### src/rtl/loader_pkg.sv
// rtl/loader_pkg.sv - shared types and helpers for the boot-time program loader
package loader_pkg;

    typedef enum logic [2:0] {
        IDLE,
        PAD,
        ACCEPT,
        WRITE,
        HOLD,
        DONE,
        ERROR
    } state_t;

    localparam logic [31:0] NOP_WORD = 32'h0000_0000;

    // Byte k of a word in big-endian order: k=0 is the MSB.
    function automatic logic [7:0] get_be_byte(input logic [31:0] word, input logic [1:0] k);
        logic [7:0] b;
        case (k)
            2'd0:    b = word[31:24];
            2'd1:    b = word[23:16];
            2'd2:    b = word[15:8];
            default: b = word[7:0];
        endcase
        return b;
    endfunction

endpackage

### src/rtl/loader_byte_serializer.sv
// rtl/loader_byte_serializer.sv - turns one 32-bit word into four big-endian byte writes
module loader_byte_serializer
    import loader_pkg::*;
#(
    parameter int ADDR_W = 10
) (
    input  logic              clk,
    input  logic              reset,
    input  logic              go,
    input  logic [31:0]       word,
    input  logic [ADDR_W-1:0] base_addr,
    output logic              we,
    output logic [ADDR_W-1:0] addr,
    output logic [7:0]        wdata,
    output logic              done
);

    logic [1:0]  k;
    logic [31:0] word_q;

    // we doubles as the busy flag; a go while busy is dropped.
    always_ff @(posedge clk) begin
        if (!reset) begin
            k      <= 2'd0;
            word_q <= 32'h0;
            we     <= 1'b0;
            addr   <= '0;
            wdata  <= 8'h00;
        end else if (!we) begin
            if (go) begin
                k      <= 2'd0;
                word_q <= word;
                we     <= 1'b1;
                addr   <= base_addr;
                wdata  <= get_be_byte(word, 2'd0);
            end
        end else if (k == 2'd3) begin
            k     <= 2'd0;
            we    <= 1'b0;
            addr  <= '0;
            wdata <= 8'h00;
        end else begin
            k     <= k + 2'd1;
            addr  <= addr + ADDR_W'(1);
            wdata <= get_be_byte(word_q, k + 2'd1);
        end
    end

    assign done = we && (k == 2'd3);

endmodule

### src/rtl/program_loader.sv
// rtl/program_loader.sv - streams instruction words into byte memory and holds the core in reset meanwhile
module program_loader
    import loader_pkg::*;
#(
    parameter int ADDR_W          = 10,
    parameter int MEM_BYTES       = 1024,
    parameter int BASE_ADDR       = 0,
    parameter int PAD_NOP         = 1,
    parameter int CORE_RST_CYCLES = 4
) (
    input  logic              clk,
    input  logic              reset,
    input  logic              start,
    input  logic              in_valid,
    output logic              in_ready,
    input  logic [31:0]       in_data,
    input  logic              in_last,
    output logic              mem_we,
    output logic [ADDR_W-1:0] mem_addr,
    output logic [7:0]        mem_wdata,
    output logic              core_reset,
    output logic              done,
    output logic              err,
    output logic [ADDR_W-1:0] word_count
);

    localparam logic [ADDR_W:0] BASE_P     = (ADDR_W+1)'(BASE_ADDR);
    localparam logic [ADDR_W:0] MEM_LIM    = (ADDR_W+1)'(MEM_BYTES);
    localparam logic [ADDR_W:0] WORD_BYTES = (ADDR_W+1)'(4);
    localparam logic [15:0]     HOLD_LAST  = 16'(CORE_RST_CYCLES - 1);

    state_t              state, state_n;
    logic [ADDR_W:0]     ptr, ptr_n;
    logic [ADDR_W-1:0]   wc_n;
    logic                last_q, last_n;
    logic [15:0]         hold_cnt, hold_n;

    logic                ser_go;
    logic [31:0]         ser_word;
    logic [ADDR_W-1:0]   ser_addr;
    logic                ser_done;

    loader_byte_serializer #(.ADDR_W(ADDR_W)) u_ser (
        .clk       (clk),
        .reset     (reset),
        .go        (ser_go),
        .word      (ser_word),
        .base_addr (ser_addr),
        .we        (mem_we),
        .addr      (mem_addr),
        .wdata     (mem_wdata),
        .done      (ser_done)
    );

    always_ff @(posedge clk) begin
        if (!reset) begin
            state      <= IDLE;
            ptr        <= BASE_P;
            word_count <= '0;
            last_q     <= 1'b0;
            hold_cnt   <= 16'd0;
            in_ready   <= 1'b0;
            core_reset <= 1'b1;
            done       <= 1'b0;
            err        <= 1'b0;
        end else begin
            state      <= state_n;
            ptr        <= ptr_n;
            word_count <= wc_n;
            last_q     <= last_n;
            hold_cnt   <= hold_n;
            // Outputs are decoded from the next state so they line up with it.
            in_ready   <= (state_n == ACCEPT);
            core_reset <= (state_n != DONE);
            done       <= (state_n == DONE);
            err        <= (state_n == ERROR);
        end
    end

    always_comb begin
        state_n  = state;
        ptr_n    = ptr;
        wc_n     = word_count;
        last_n   = last_q;
        hold_n   = hold_cnt;
        ser_go   = 1'b0;
        ser_word = NOP_WORD;
        ser_addr = BASE_P[ADDR_W-1:0];
        case (state)
            IDLE, DONE: begin
                if (start) begin
                    ptr_n  = BASE_P;
                    wc_n   = '0;
                    hold_n = 16'd0;
                    if (PAD_NOP != 0) begin
                        state_n = PAD;
                        ser_go  = 1'b1;
                    end else begin
                        state_n = ACCEPT;
                    end
                end
            end
            PAD: begin
                if (ser_done) begin
                    ptr_n   = BASE_P + WORD_BYTES;
                    state_n = ACCEPT;
                end
            end
            ACCEPT: begin
                if (in_valid && in_ready) begin
                    last_n = in_last;
                    if (ptr + WORD_BYTES > MEM_LIM) begin
                        state_n = ERROR;
                    end else begin
                        state_n  = WRITE;
                        ser_go   = 1'b1;
                        ser_word = in_data;
                        ser_addr = ptr[ADDR_W-1:0];
                    end
                end
            end
            WRITE: begin
                if (ser_done) begin
                    ptr_n   = ptr + WORD_BYTES;
                    wc_n    = word_count + ADDR_W'(1);
                    hold_n  = 16'd0;
                    state_n = last_q ? HOLD : ACCEPT;
                end
            end
            HOLD: begin
                if (hold_cnt == HOLD_LAST) begin
                    state_n = DONE;
                end else begin
                    hold_n = hold_cnt + 16'd1;
                end
            end
            ERROR: begin
                state_n = ERROR;
            end
            default: begin
                state_n = IDLE;
            end
        endcase
    end

endmodule

### config.mk
export PLATFORM = sky130hd
export DESIGN_NAME = program_loader
export DESIGN_NICKNAME = d
export VERILOG_FILES = /design/src/rtl/loader_pkg.sv /design/src/rtl/loader_byte_serializer.sv /design/src/rtl/program_loader.sv
export SDC_FILE = /design/constraint.sdc
export NUM_CORES = 1
export LEC_CHECK = 0
export ABC_AREA = 1
export BUFFER_PORTS_ARGS = -buffer_cell sky130_fd_sc_hd__buf_4
export CORE_MARGIN = 2
export CORE_UTILIZATION = 60
export CTS_BUF_LIST = sky130_fd_sc_hd__clkbuf_16
export DETAILED_ROUTE_END_ITERATION = 8
export PLACE_DENSITY = 0.83
export RECOVER_POWER = 50
export SYNTH_ARGS = -nofsm -noshare
export SYNTH_HDL_FRONTEND = slang
export SYNTH_SLANG_ARGS = --single-unit
### constraint.sdc
create_clock -name clk -period 5.1 [get_ports clk]
set_clock_uncertainty 0.2 [all_clocks]
set_input_delay 1.02 -clock clk [delete_from_list [all_inputs] [get_ports clk]]
set_output_delay 1.02 -clock clk [all_outputs]
set_load 0.1 [all_outputs]
==> flow_metrics.tcl, run 1 <==
set metrics [dict create \
    firstDrtPassIters 4 \
    drc 0 \
    crit_arrival_ps 3620 \
    p_per_area_nw_per_um2 314 \
    seqCellArea_um2 1920 \
    ys_ff_latch 96 \
    io_pins 70 \
    worstSetupEndpointType "flip-flop" \
    die-area_um2 8930 \
    grt.total_usage_pct 27.6 \
    worstSetupStartpointType "input pin" \
    path_max_fanout 56 \
    final_nets 815 \
    clkLatencyLatePin_ps 340 \
    tritoncts "yes" \
    final_cells 879 \
    vias 4908 \
    fillers 748 \
    worst_slew_pin_slew_ps 2550 \
    holdBufCountCts 0 \
    irDropWorstVdd_uv 202 \
    hold_class "reg2reg" \
    rsz0062_at_grt "false" \
    ys_top_cells_by_area "dfxtp_1, nand2_1, a21oi_1" \
    slew-limit-headroom_pct -69.7 \
    finalSetupViolations 0 \
    h-tree-depth 3 \
    run_status "complete, but fails checks" \
    yosysWarningCount 0 \
    antenna_found_initial 0 \
    synth_largest_area_cell "dfxtp_1" \
    slew_viol_final 57 \
    viasPerCell 5.58 \
    slowest_stage "clkbuf_1" \
    antennaDiodeCount 0 \
    final_util_pct 68.8 \
    cts_buffers 9 \
    maxCapViolCount 1 \
    cts_sinks 96 \
    worst_ep_required_time_ps 5020 \
    core_um2 8090 \
    hpwl_um 8360 \
    finalCritPeriodShare_pct 72.5 \
    overflow 0 \
    start_util_pct 60.7 \
    ctsRootBufferMaster "clkbuf_16" \
    total_power_w 0.00175 \
    post_drt_wl_per_cell_um 13.4 \
    syn-cell-area_um2 4910 \
    drt_wl_total_um 11800 \
    multi_input_area_um2 2530 \
    p_leak_nw 2.21 \
    fp.dieH_um 94.5 \
    layout_min_cycle_time_ps 3700 \
    rows 33 \
    die_x_um 94.5 \
    syn_area_per_cell_um2 6.85 \
    crit_path_max_incr_delay_ps 1830 \
    gp_congestion 0.925 \
    drtAntennaViolNets 0 \
    grt_pass1_vias 4392 \
    layout-drive-gt1-share_pct 9.43 \
    violations "capacitance limit, slew limit" \
    max_freq_ghz 0.271 \
    dp_cells 863 \
    synth_top_cell_area_share_pct 39.1 \
    area_delta_synth_final_pct 13.3 \
    synth_cell_type_count 40 \
    post_cts_resized 0 \
    clockBufferDepth 2 \
    synth_nets 763 \
    path_clk_slew_ps 70 \
    finalSetupTns_ps 0 \
    grt_pass1_wl_um 19800 \
    critPathMostFrequentCell "clkbuf_1" \
    hold_viol 0 \
    postCtsSetupBuffers 0 \
    yosysSeqAreaShare_pct 39.1 \
    worstPathCellList "clkbuf_1 > inv_1 > clkbuf_1 > nor2_1" \
    first_iter_violations 234 \
    crit_type "in2reg" \
    port_buffers 69 \
    netlist_instances 717 \
    grt_max_degree 57 \
]
## state kept, by name, indices dropped and copies added (netlist names), 2 cells and up
| signal | cells |
|---|---|
| hold_cnt | 16 |
| u_ser.addr | 10 |
| u_ser.k | 2 |
| u_ser.wdata | 8 |
| u_ser.word_q | 32 |
| word_count | 10 |
| ptr | 9 |
| state | 3 |
## stage by stage
stage,instance area [µm²],hold WS (ps),setup WS [ps]
2_1_floorplan,4910,239,2390
4_1_cts,5700,264,2060
3_3_place_gp,5400,249,1830
6_report,5560,263,1400
5_1_grt,5560,288,1140
3_5_place_dp,5400,256,1770
## synthesized netlist by cell type
cell      count
or2_2         3
nand2_4       2
a21oi_1      68
nand2_2       4
o211a_1       1
buf_8         2
buf_4         3
xnor2_1       1
dfxtp_1      96
and2_4        1
a22oi_1       5
buf_1         6
nor2_4        1
nor3_1       10
nand4_1      39
inv_1        69
nor3b_1       1
ha_1          9
inv_2         3
xor2_1        3
o21bai_1      1
nand3_1      52
buf_2         3
o211ai_1      8
nor2_8        1
nand3b_1      3
a21oi_2       1
nor4_1        3
o21a_1        3
buf_6         3
a211oi_1      3
o21ai_1       1
nand2_1     184
o21ai_0      29
nor2_2        8
clkinv_1      2
nor3_2        1
clkbuf_1     12
nor2_1       71
nand3_2       1
## critical path: cells and delay by family
kind / cells / cell delay (ps)
simple gates: 1 / 150
buf+inv: 3 / 2440
## per-layer routing
metal  GRT usage, %  part of all wire [%]  vias to the layer above
met5              0                     0                        -
met4           11.6                   2.6                        0
met1           36.1                    44                     2262
met3           4.71                   5.0                       25
met2           45.2                    48                      138
li1               -                     -                     2483
## cell families after synthesis
group           Yosys count  share of synthesized area (%)
flops                    96                           39.1
compound gates          120                           13.4
buf+inv                 103                           9.09
simple gates            385                           35.4
xor+xnor                  4                          0.713
fa+ha+maj                 9                           2.29
## cell usage in the layout, fill, tap and decap left out, types with 10 or more instances in the layout
| cell | synthesis | final |
|---|---|---|
| nand2_1 | 184 | 186 |
| o21ai_0 | 29 | 30 |
| dfxtp_1 | 96 | 96 |
| clkbuf_1 | 12 | 34 |
| a21oi_1 | 68 | 68 |
| inv_1 | 69 | 71 |
| nor3_1 | 10 | 10 |
| buf_4 | 3 | 35 |
| nand4_1 | 39 | 39 |
| nand3_1 | 52 | 52 |
| nor2_1 | 71 | 72 |
## worst paths after layout
kind,from,to,slack (ps),cells past startpoint
worst max-delay path,reset,ptr[5]$_SDFFE_PN0P_,1400,4
worst min register to register,u_ser.word_q[17]$_SDFFE_PN0P_,u_ser.word_q[17]$_SDFFE_PN0P_,260,2
worst max register to register,ptr[2]$_SDFFE_PN0P_,u_ser.word_q[2]$_SDFFE_PN0P_,1510,14
worst min-delay path,u_ser.word_q[17]$_SDFFE_PN0P_,u_ser.word_q[17]$_SDFFE_PN0P_,260,2
## report_power, final
part           switching (W)  leakage (nW)  internal [W]  total (W)
clock               0.000304         0.150      0.000386   0.000690
combinational       0.000210          1.28     0.0000631   0.000273
sequential         0.0000193         0.777      0.000767   0.000786
total               0.000533          2.21       0.00122    0.00175
## cell type report
cell class | count | area share, %
multi-input cells | 518 | 45.5
flip-flops and latches | 96 | 34.5
repair buffers | 70 | 7.15
inverters | 74 | 4.99
clock buffers | 9 | 4.05
well taps | 105 | 2.36
clock inverters | 7 | 1.42
(Power assumes the default switching activity.)
==> run 2: changes to the inputs <==
CORE_UTILIZATION = 52   (was 60)
PLACE_DENSITY = 0.76   (was 0.83)
clock period = 3.35 ns   (was 5.1 ns; I/O delays follow)
==> run 2 against run 1 <==
Against the previous run: the run now ends clean; final area increased by 0.56%; via count is 1.1% higher; non-clock buffer count grew 3; sequential share of layout area decreased by 0.19 points; core utilization down 7.9 points; largest cell class unchanged; highest routed layer unchanged.
==> flow_metrics.tcl, run 2 (synthesis gave the netlist of run 1 again) <==
set metrics [dict create \
    viasPerCell 5.59 \
    crit_type "reg2reg" \
    tritoncts "yes" \
    postCtsSetupBuffers 0 \
    worstSetupStartpointType "flip-flop" \
    grt_pass1_vias 4597 \
    hold_class "reg2reg" \
    p_per_area_nw_per_um2 475 \
    hpwl_um 9070 \
    drtAntennaViolNets 0 \
    slew_viol_final 0 \
    path_max_fanout 29 \
    layout-drive-gt1-share_pct 9.65 \
    worst_slew_pin_slew_ps 1190 \
    die_x_um 101 \
    path_clk_slew_ps 70 \
    cts_buffers 9 \
    overflow 0 \
    maxCapViolCount 0 \
    ctsRootBufferMaster "clkbuf_16" \
    drt_wl_total_um 12700 \
    fillers 896 \
    final_common_cell "nand2_1" \
    irDropWorstVdd_uv 261 \
    grt.total_usage_pct 25.5 \
    clockBufferDepth 2 \
    rsz0062_at_grt "false" \
    critPathMostFrequentCell "nand2_1" \
    area_delta_synth_final_pct 13.9 \
    final_nets 818 \
    met1_usage_pct 33.9 \
    core_um2 9200 \
    post_drt_wl_per_cell_um 14.3 \
    crit_path_max_incr_delay_ps 420 \
    hold_viol 0 \
    fp.dieH_um 101 \
    top_regs "u_ser.word_q (32), hold_cnt (16)" \
    run_status "finished, final reports clean" \
    finalSetupViolations 0 \
    finalSetupTns_ps 0 \
    port_buffers 69 \
    slew-limit-headroom_pct 20.8 \
    gp_congestion 0.904 \
    final_util_pct 60.8 \
    layout_min_cycle_time_ps 2730 \
    seqCellArea_um2 1920 \
    worst_ep_required_time_ps 3430 \
    multi_input_area_um2 2540 \
    clkLatencyLatePin_ps 340 \
    total_power_w 0.00266 \
    drc 0 \
    firstDrtPassIters 8 \
    top_register "u_ser.word_q" \
    start_util_pct 53.4 \
    finalCritPeriodShare_pct 81.5 \
    die-area_um2 10200 \
    worstSetupEndpointType "flip-flop" \
    slowest_stage "dfxtp_1" \
    post_cts_resized 0 \
    max_freq_ghz 0.366 \
    io_pins 70 \
    first_iter_violations 291 \
    vias 4964 \
    use_met3_pct 3.45 \
    cts_sinks 96 \
    grt_pass1_wl_um 21200 \
    largest_register_ffs 32 \
    rows 35 \
    h-tree-depth 3 \
    top_usage_layer "met2" \
    worstPathCellList "ha_1 > nand2_1 > inv_1 > nand2_1 > inv_1 > nand4_1 > nand2_1 > nand2_4 > nand2_4 > nand2_2 > nor2_2 > buf_4 > nor2_1 > nor2_1" \
    antennaDiodeCount 0 \
    grt_util_met2_pct 42.5 \
    antenna_found_initial 0 \
    final_cell_mix "nand2_1, dfxtp_1, inv_1, nor2_1, a21oi_1" \
    holdBufCountCts 0 \
    p_leak_nw 2.22 \
    crit_arrival_ps 2810 \
    grt_max_degree 38 \
]
-- run 2: area by class of cell --
cell class / count / area share, %
Clock buffer: 9 / 4.03
Clock inverter: 7 / 1.27
Inverter: 74 / 4.96
Multi-Input combinational cell: 518 / 45.3
Sequential cell: 96 / 34.3
Tap cell: 111 / 2.48
Timing Repair Buffer: 73 / 7.58
-- run 2: path summary, 6_finish.rpt --
path,depth (start not counted),slack (ps),start,endpoint
max,14,620,ptr[3]$_SDFFE_PN0P_,u_ser.wdata[5]$_SDFFE_PN0P_
max reg2reg,14,620,ptr[3]$_SDFFE_PN0P_,u_ser.wdata[5]$_SDFFE_PN0P_
min reg2reg,2,270,u_ser.word_q[19]$_SDFFE_PN0P_,u_ser.word_q[19]$_SDFFE_PN0P_
min,2,270,u_ser.word_q[19]$_SDFFE_PN0P_,u_ser.word_q[19]$_SDFFE_PN0P_
-- run 2: critical path: cells and delay by family (launching register included) --
family,cells,cell delay [ps]
buffers and inverters,3,410
DFF,1,420
adders and majority gates,1,230
and+or+nand+nor,10,1370
-- run 2: routing by layer --
metal	part of all wire (%)	up-vias	wire (µm)
met5	0	-	0
met4	2.0	0	258
met3	5.2	34	659
met2	48	163	6070
met1	45	2298	5700
li1	-	2469	-
-- run 2: through the flow --
step	instances	worst slack, ps	hold WS (ps)	cell area (µm²)
2_1_floorplan	717	640	239	4910
3_3_place_gp	872	784	248	5430
3_5_place_dp	872	685	257	5430
4_1_cts	888	634	267	5730
5_1_grt	888	386	287	5600
6_report	888	620	267	5600
-- run 2: report_power, final --
group / internal (W) / leakage, nW / total (W) / switching [W]
clock network: 0.000579 / 0.145 / 0.00103 / 0.000454
registers: 0.00117 / 0.777 / 0.00120 / 0.0000290
logic: 0.0000982 / 1.30 / 0.000426 / 0.000328
==> run 3: changes to the inputs <==
clock period = 2.4 ns   (was 3.35 ns; I/O delays follow)
==> run 3 against run 2 <==
Against the previous run: largest power group unchanged; critical path type unchanged; via count rose by 1.2%; register-to-register slack got worse by 490 ps; critical endpoint is now word_count[7]$_SDFFE_PN0P_; clock-buffer cell count did not move; routed wire length rose by 0.36%; highest routed layer unchanged; flip-flop and latch count did not move.
==> flow_metrics.tcl, run 3 (synthesis gave the netlist of run 1 again) <==
set metrics [dict create \
    maxCapViolCount 0 \
    r2r_slack_ps 130 \
    clkLatencyLatePin_ps 340 \
    start_util_pct 53.4 \
    die-area_um2 10200 \
    max_freq_ghz 0.440 \
    h-tree-depth 3 \
    timing.rr.start "u_ser.k[1]$_SDFFE_PN0P_" \
    finalCritPeriodShare_pct 94.7 \
    place_area_um2 5510 \
    tritoncts "yes" \
    port_buffers 69 \
    worst_slew_pin_slew_ps 554 \
    final_nets 830 \
    cts_buffers 9 \
    r2r_cells 12 \
    crit_type "reg2reg" \
    finalSetupViolations 0 \
    hp-start "in_data[19]" \
    final_common_cell "nand2_1" \
    rsz0062_at_grt "true" \
    total_power_w 0.00377 \
    startpoint "u_ser.k[1]$_SDFFE_PN0P_" \
    hold_class "in2reg" \
    grt.total_usage_pct 24.4 \
    layout-drive-gt1-share_pct 16.5 \
    fillers 806 \
    top_register "u_ser.word_q" \
    vias 5022 \
    post_drt_wl_per_cell_um 14.1 \
    final_cell_mix "nand2_1, dfxtp_1, nor2_1" \
    slew_viol_final 0 \
    first_iter_violations 313 \
    ctsRootBufferMaster "clkbuf_16" \
    antenna_found_initial 0 \
    overflow 0 \
    run_status "finished, final reports clean" \
    layout_min_cycle_time_ps 2270 \
    drtAntennaViolNets 0 \
    path_clk_slew_ps 70 \
    slew-limit-headroom_pct 63.2 \
    hold_end "u_ser.word_q[19]$_SDFFE_PN0P_" \
    rows 35 \
    cts_sinks 96 \
    path_max_fanout 5 \
    io_pins 70 \
    hold_viol 0 \
    core_um2 9200 \
    top_regs "u_ser.word_q (32), hold_cnt (16)" \
    hold_depth 3 \
    viasPerCell 5.58 \
    die_x_um 101 \
    grt_pass1_vias 4431 \
    fp.dieH_um 101 \
    gp_congestion 0.974 \
    r2r_end "word_count[7]$_SDFFE_PN0P_" \
    grt_max_degree 39 \
    irDropWorstVdd_uv 410 \
    drc 0 \
    p_per_area_nw_per_um2 650 \
    drt_wl_total_um 12700 \
    largest_register_ffs 32 \
    crit_arrival_ps 2310 \
    worstSetupEndpointType "flip-flop" \
    area_delta_synth_final_pct 18.1 \
    hpwl_um 8840 \
    antennaDiodeCount 0 \
    worst_ep_required_time_ps 2440 \
    holdBufCountCts 0 \
    final_cell_area_um2 5800 \
    whs_ps 192 \
    firstDrtPassIters 6 \
    clockBufferDepth 2 \
    grt_pass1_wl_um 20400 \
    postCtsSetupBuffers 0 \
    worstSetupStartpointType "flip-flop" \
    post_cts_resized 0 \
    p_leak_nw 2.41 \
]
run 3: cell types whose count changed in the layout (fill, tap and decap cells not counted), moves of 3 or more:
| cell | change |
|---|---|
| buf_4 | +9 |
| nand2_2 | +3 |
| nand2_1 | -3 |
| clkbuf_2 | +31 |
| clkbuf_1 | -32 |
| inv_1 | -3 |
run 3: through the flow:
| step | cells | utilization, % | setup WS (ps) | TNS [ps] |
|---|---|---|---|---|
| finish | 900 | 63.1 | 127 | 0 |
| global route | 900 | 63.1 | -6.10 | -11.5 |
| CTS | 898 | 63.2 | 112 | 0 |
| detailed placement | 882 | 59.9 | 131 | 0 |
| global placement | 882 | 59.9 | 232 | 0 |
| floorplan | 717 | - | 32.1 | 0 |
run 3: cell type report:
class                   count  area, µm²  area share, %
clock buffers               9        225           3.88
inverters                  74        278           4.79
flip-flops and latches     96       1920           33.2
clock inverters             7       76.3           1.32
repair buffers             84        583           10.0
multi-input cells         519       2580           44.4
well taps                 111        139           2.39
run 3: critical path, cell delays in order, from the launching register on:
cell and delay, ps:
dfxtp_1 430, ha_1 230, nand2_1 110, inv_2 110
nand2_1 100, nand2_1 120, nand2_2 110, nor3_1 300
nand3_1 160, inv_1 120, nand3_1 70, nand2_1 60
a21oi_1 40
run 3: report_power, final:
group | internal (W) | switching, W | total (W)
Clock | 0.000819 | 0.000644 | 0.00146
Combinational | 0.000169 | 0.000466 | 0.000635
Sequential | 0.00163 | 0.0000422 | 0.00167
run 3: how the worst max path moves through the flow:
stage,end,slack (ps),depth (start not counted)
after floorplan,u_ser.addr[9]$_SDFFE_PN0P_,30,10
after global placement,u_ser.word_q[18]$_SDFFE_PN0P_,230,14
after detailed placement,u_ser.word_q[11]$_SDFFE_PN0P_,130,14
after CTS,u_ser.word_q[11]$_SDFFE_PN0P_,110,14
after global routing,word_count[8]$_SDFFE_PN0P_,-6,13
final,word_count[7]$_SDFFE_PN0P_,130,12
run 3: routing by layer:
metal  vias to the layer above  part of all wire (%)  GRT usage (%)
met5                         -                     0              0
met1                      2265                    45           33.5
li1                       2509                     -              -
met4                         0                   2.3           9.67
met3                        35                   6.0           2.90
met2                       213                    47           39.4
